### src/rtl/bit_serializer_pkg.sv
// Shared definitions for the bit_serializer slice: FSM state encodings and default word width.
package bit_serializer_pkg;

  localparam int DEFAULT_WIDTH = 8;

  typedef enum logic [1:0] {
    ST_IDLE  = 2'b00,
    ST_SHIFT = 2'b01
  } state_e;

endpackage

### src/rtl/ser_shift_reg.sv
// WIDTH-bit load/shift register; vacated positions fill with IDLE_BIT so the serial
// output falls back to the idle level by itself once a word has been fully shifted out.
module ser_shift_reg #(
  parameter int   WIDTH     = 8,
  parameter bit   MSB_FIRST = 1'b1,
  parameter logic IDLE_BIT  = 1'b0
) (
  input  logic             clk,
  input  logic             reset,
  input  logic             load_i,
  input  logic             shift_i,
  input  logic [WIDTH-1:0] data_i,
  output logic             ser_o
);

  logic [WIDTH-1:0] sr_q, sr_d;

  // Next contents: load wins over shift; shifting pulls the idle level in behind the data.
  always_comb begin
    sr_d = sr_q;
    if (load_i) begin
      sr_d = data_i;
    end else if (shift_i) begin
      if (MSB_FIRST) begin
        sr_d = {sr_q[WIDTH-2:0], IDLE_BIT};
      end else begin
        sr_d = {IDLE_BIT, sr_q[WIDTH-1:1]};
      end
    end else begin
      sr_d = sr_q;
    end
  end

  // Shift register state; reset parks the output at the idle level immediately.
  always_ff @(posedge clk or posedge reset) begin
    if (reset) begin
      sr_q <= {WIDTH{IDLE_BIT}};
    end else begin
      sr_q <= sr_d;
    end
  end

  assign ser_o = MSB_FIRST ? sr_q[WIDTH-1] : sr_q[0];

endmodule

### src/rtl/bit_serializer.sv
// Parallel-to-serial source: one holding register in front of a shift register gives
// gapless back-to-back streaming on X, with an underrun pulse when the stream runs dry.
module bit_serializer
  import bit_serializer_pkg::*;
#(
  parameter int   WIDTH     = DEFAULT_WIDTH,
  parameter bit   MSB_FIRST = 1'b1,
  parameter logic IDLE_BIT  = 1'b0
) (
  input  logic             clk,
  input  logic             reset,
  input  logic [WIDTH-1:0] data_in,
  input  logic             load_valid,
  output logic             load_ready,
  output logic             X,
  output logic             x_valid,
  output logic             busy,
  output logic             underrun
);

  localparam int               CNT_W    = $clog2(WIDTH);
  localparam logic [CNT_W-1:0] CNT_LAST = CNT_W'(WIDTH - 1);

  state_e           state_q, state_d;
  logic [WIDTH-1:0] hold_q, hold_d;
  logic             hold_full_q, hold_full_d;
  logic [CNT_W-1:0] cnt_q, cnt_d;
  logic             x_valid_q, x_valid_d;
  logic             underrun_q, underrun_d;
  logic             ready_q, ready_d;
  logic             accept_s, sr_load_s, sr_shift_s;

  assign accept_s = load_valid & ready_q;

  // Next-state logic: accept and hold->shifter transfer are mutually exclusive since ready = !hold_full.
  always_comb begin
    state_d     = state_q;
    hold_d      = hold_q;
    hold_full_d = hold_full_q;
    cnt_d       = cnt_q;
    x_valid_d   = x_valid_q;
    underrun_d  = 1'b0;
    sr_load_s   = 1'b0;
    sr_shift_s  = 1'b0;
    case (state_q)
      ST_IDLE: begin
        if (hold_full_q) begin
          sr_load_s   = 1'b1;
          hold_full_d = 1'b0;
          cnt_d       = {CNT_W{1'b0}};
          x_valid_d   = 1'b1;
          state_d     = ST_SHIFT;
        end else begin
          x_valid_d   = 1'b0;
        end
      end
      ST_SHIFT: begin
        if (cnt_q == CNT_LAST) begin
          if (hold_full_q) begin
            sr_load_s   = 1'b1;
            hold_full_d = 1'b0;
            cnt_d       = {CNT_W{1'b0}};
            x_valid_d   = 1'b1;
          end else begin
            sr_shift_s  = 1'b1;
            x_valid_d   = 1'b0;
            underrun_d  = 1'b1;
            state_d     = ST_IDLE;
          end
        end else begin
          sr_shift_s = 1'b1;
          cnt_d      = cnt_q + CNT_W'(1);
        end
      end
      default: begin
        state_d   = ST_IDLE;
        x_valid_d = 1'b0;
      end
    endcase
    if (accept_s) begin
      hold_d      = data_in;
      hold_full_d = 1'b1;
    end else begin
      hold_d      = hold_q;
    end
    ready_d = ~hold_full_d;
  end

  // Control and holding registers.
  always_ff @(posedge clk or posedge reset) begin
    if (reset) begin
      state_q     <= ST_IDLE;
      hold_q      <= {WIDTH{1'b0}};
      hold_full_q <= 1'b0;
      cnt_q       <= {CNT_W{1'b0}};
      x_valid_q   <= 1'b0;
      underrun_q  <= 1'b0;
      ready_q     <= 1'b0;
    end else begin
      state_q     <= state_d;
      hold_q      <= hold_d;
      hold_full_q <= hold_full_d;
      cnt_q       <= cnt_d;
      x_valid_q   <= x_valid_d;
      underrun_q  <= underrun_d;
      ready_q     <= ready_d;
    end
  end

  ser_shift_reg #(
    .WIDTH     (WIDTH),
    .MSB_FIRST (MSB_FIRST),
    .IDLE_BIT  (IDLE_BIT)
  ) u_shift (
    .clk     (clk),
    .reset   (reset),
    .load_i  (sr_load_s),
    .shift_i (sr_shift_s),
    .data_i  (hold_q),
    .ser_o   (X)
  );

  assign load_ready = ready_q;
  assign x_valid    = x_valid_q;
  assign underrun   = underrun_q;
  assign busy       = (state_q == ST_SHIFT) | hold_full_q;

endmodule

### config.mk
export PLATFORM = sky130hd
export DESIGN_NAME = bit_serializer
export DESIGN_NICKNAME = d
export VERILOG_FILES = /design/src/rtl/bit_serializer_pkg.sv /design/src/rtl/ser_shift_reg.sv /design/src/rtl/bit_serializer.sv
export SDC_FILE = /design/constraint.sdc
export NUM_CORES = 1
export LEC_CHECK = 0
export BUFFER_PORTS_ARGS = -buffer_cell sky130_fd_sc_hd__buf_2
export CORE_ASPECT_RATIO = 0.75
export CORE_MARGIN = 5
export CORE_UTILIZATION = 60
export CTS_BUF_LIST = sky130_fd_sc_hd__clkbuf_2
export DETAILED_ROUTE_END_ITERATION = 12
export MAX_ROUTING_LAYER = met4
export PLACE_DENSITY = 0.88
export SLEW_MARGIN = 20
export SYNTH_ARGS = -nofsm -noshare
export SYNTH_HDL_FRONTEND = slang
export SYNTH_SLANG_ARGS = --single-unit
### constraint.sdc
create_clock -name clk -period 2.3 [get_ports clk]
set_input_delay 0.345 -clock clk [delete_from_list [all_inputs] [get_ports clk]]
set_output_delay 0.345 -clock clk [all_outputs]
set_load 0.05 [all_outputs]
==> results.ini <==
[global_routing]
grt_pass1_vias = 708
grt_pass1_wl_mm = 3.28
grt_max_degree = 25
grt_overflow = 0
antenna_found_initial = 0
gr-usage-all-layers_pct = 17.0

[outcome]
status = completed

[cells_and_area]
fillers = 138
diodes = 0
fin_util_pct = 69.4
stdcell_area_mm2 = 0.00120
final_nets = 119
drive_above_1_share_pct = 32.7
syn2layout_area_growth_pct = 11.3

[floorplan]
coreArea_mm2 = 0.00172
start_util_pct = 62.3
die-height_um = 46.7
num_rows = 13
fp.dieW_um = 58.9
die_area_mm2 = 0.00275
io_pins = 16

[sta]
setup_ws_ps = 437
period_minus_slack_ps = 1860
rsz0062_at_grt = false
holdWs_ps = 141
maxSlewHeadroom_pct = 40.8
skew_ps = 3.65
tightest_slew_ps = 888
slew_viol_final = 0
fmax_mhz = 537
fin_tns_setup_ps = 0
hold_violations = 0
period_share_pct = 81.0
setup_viol = 0

[placed_design]
io_buffers = 15
dpl_cell_area_mm2 = 0.00115
gp_congestion = 0.755
dp_hpwl_mm = 1.30
place_ws_ps = 792

[drt]
route.detailed.drc = 0
wl_per_cell_um = 15.1
wl_mm = 1.91
viasPerCell = 5.44
num_vias = 686
drt_iter0_drc = 16
antenna_left = 0
dr.pass1.iters = 4

[clock_network]
insertion_delay_ps = 340
clock-sinks = 24
cts_buffer_depth = 2
cts_htree_levels = 1
post_cts_resized = 0
cts_hold_buf = 0
cts_inserted_buffers = 3
path_clk_slew_ps = 220
cts_tree = done
cts_setup_buffers = 0
ctsRootBufferMaster = clkbuf_2

[yosys]
yosysMostFrequentCell = dfrtp_1
synth.top_cells.by_count = 24 x dfrtp_1, 9 x mux2_2, 8 x nand2_1
netlist.area_leader.share_pct = 55.9
ys.warnings.count = 0
ys_ff_latch = 24
syn-num-nets = 101
synth_ff_type = dfrtp_1
synth.cell_area_mm2 = 0.00107
synthArstFlopShare_pct = 100
synth.distinct_cells = 27
synthTopCellsByArea = dfrtp_1 56%, mux2_2 9.4%, ha_1 3.5%
synth_edf_count = 0
synth_seq_area_share_pct = 55.9
syn_avg_cell_area_um2 = 12.4
yosysTopAreaCell = dfrtp_1
synth_cells = 87

[power_and_ir_drop]
vdd_ir_drop_max_mv = 0.979
p_leak_nw = 0.597
power.density_mw_per_mm2 = 1390

[flow_run]
maxCapViolCount = 0

[worst_setup_path]
cp-start-kind = flop
critical_path_class = flop to primary output
cp-end-kind = primary output
crit_required_ps = 1960
cp_max_fo = 13
critical_path_arrival_ps = 1520

[worst_hold_path]
hold_class = input pin to async pin

-- placed cells by master (no fill, tap or decap) --
| master | n |
|---|---|
| dfrtp_1 | 24 |
| buf_2 | 15 |
| mux2_2 | 9 |
| nand2_1 | 8 |
| nand3_1 | 5 |
| nor2_1 | 4 |
| a32oi_1 | 4 |
| and2b_1 | 3 |
| o22ai_1 | 3 |
| nand2b_1 | 3 |
| ha_1 | 3 |
| clkbuf_2 | 3 |
| inv_1 | 2 |
| o21ai_0 | 2 |
| a211oi_2 | 2 |
| o21ai_1 | 2 |
| nand2_2 | 1 |
| mux2i_1 | 1 |
| a211oi_1 | 1 |
| nand2_4 | 1 |
| a21bo_1 | 1 |
| and2b_4 | 1 |
| and2_1 | 1 |
| nand3b_1 | 1 |
| and3b_1 | 1 |
| or2_1 | 1 |
| bufinv_16 | 1 |
| buf_4 | 1 |
-- final timing paths --
kind	startpoint	end	slack, ps	depth (start not counted)
max	state_q[0]	busy	440	3
min	reset	load_ready	140	2
max reg2reg	cnt_q[0]	x_valid	760	4
min reg2reg	cnt_q[0]	cnt_q[0]	510	1
max in group asynchronous	reset	hold_q[1]	1620	2
min in group clk	data_in[2]	hold_q[2]	210	2
-- power breakdown --
| part | switching [mW] | total, mW | leakage [nW] | internal [mW] |
|---|---|---|---|---|
| Clock | 0.126 | 0.276 | 0.0266 | 0.150 |
| Combinational | 0.352 | 0.627 | 0.278 | 0.275 |
| Sequential | 0.157 | 0.764 | 0.292 | 0.607 |
-- critical path, cell delays in order (launching register included) --
cell and delay [ps]:
dfrtp_1 580, nor2_1 310, inv_1 70, buf_2 210
-- flip-flops by register name (all words and copies together) (netlist names) --
| signal | count |
|---|---|
| cnt_q | 3 |
| state_q | 1 |
| x_valid | 1 |
| load_ready | 1 |
| underrun | 1 |
| hold_full_q | 1 |
| hold_q | 8 |
| u_shift.sr_q | 8 |
-- cell type report --
| type | count | area, µm² | area share [%] |
|---|---|---|---|
| Clock inverter | 1 | 30.0 | 2.51 |
| Clock buffer | 3 | 15.0 | 1.26 |
| Multi-Input combinational cell | 58 | 433 | 36.2 |
| Inverter | 2 | 7.51 | 0.628 |
| Tap cell | 22 | 27.5 | 2.30 |
| Sequential cell | 24 | 601 | 50.2 |
| Timing Repair Buffer | 16 | 82.6 | 6.90 |
-- per-layer routing --
metal / part of all wire [%] / up-vias / GRT usage, %
met5: 0 / - / -
met4: 0.52 / 0 / 4.07
met3: 6.6 / 2 / 5.04
met2: 46 / 20 / 28.6
met1: 47 / 326 / 20.3
li1: - / 338 / -
-- through the flow --
step                      total power, mW  std cells
after detailed placement             1.39        122
after CTS                            1.67        126
after floorplan                      1.28         87
after global placement               1.35        122
after global routing                 1.78        126
final                                1.67        126
-- cell families (layout without fill, tap and decap cells) --
kind of cell | after synthesis | count (layout) | share of synthesized area (%)
flip-flops | 24 | 24 | 55.9
adder cells (fa/ha/maj) | 3 | 3 | 3.49
AND/OR/NAND/NOR | 30 | 30 | 15.6
multiplexers | 10 | 10 | 10.4
buffers and inverters | 5 | 22 | 3.84
AO/OA/AOI/OAI | 15 | 15 | 10.8
Power figures use the tool's default switching activity.
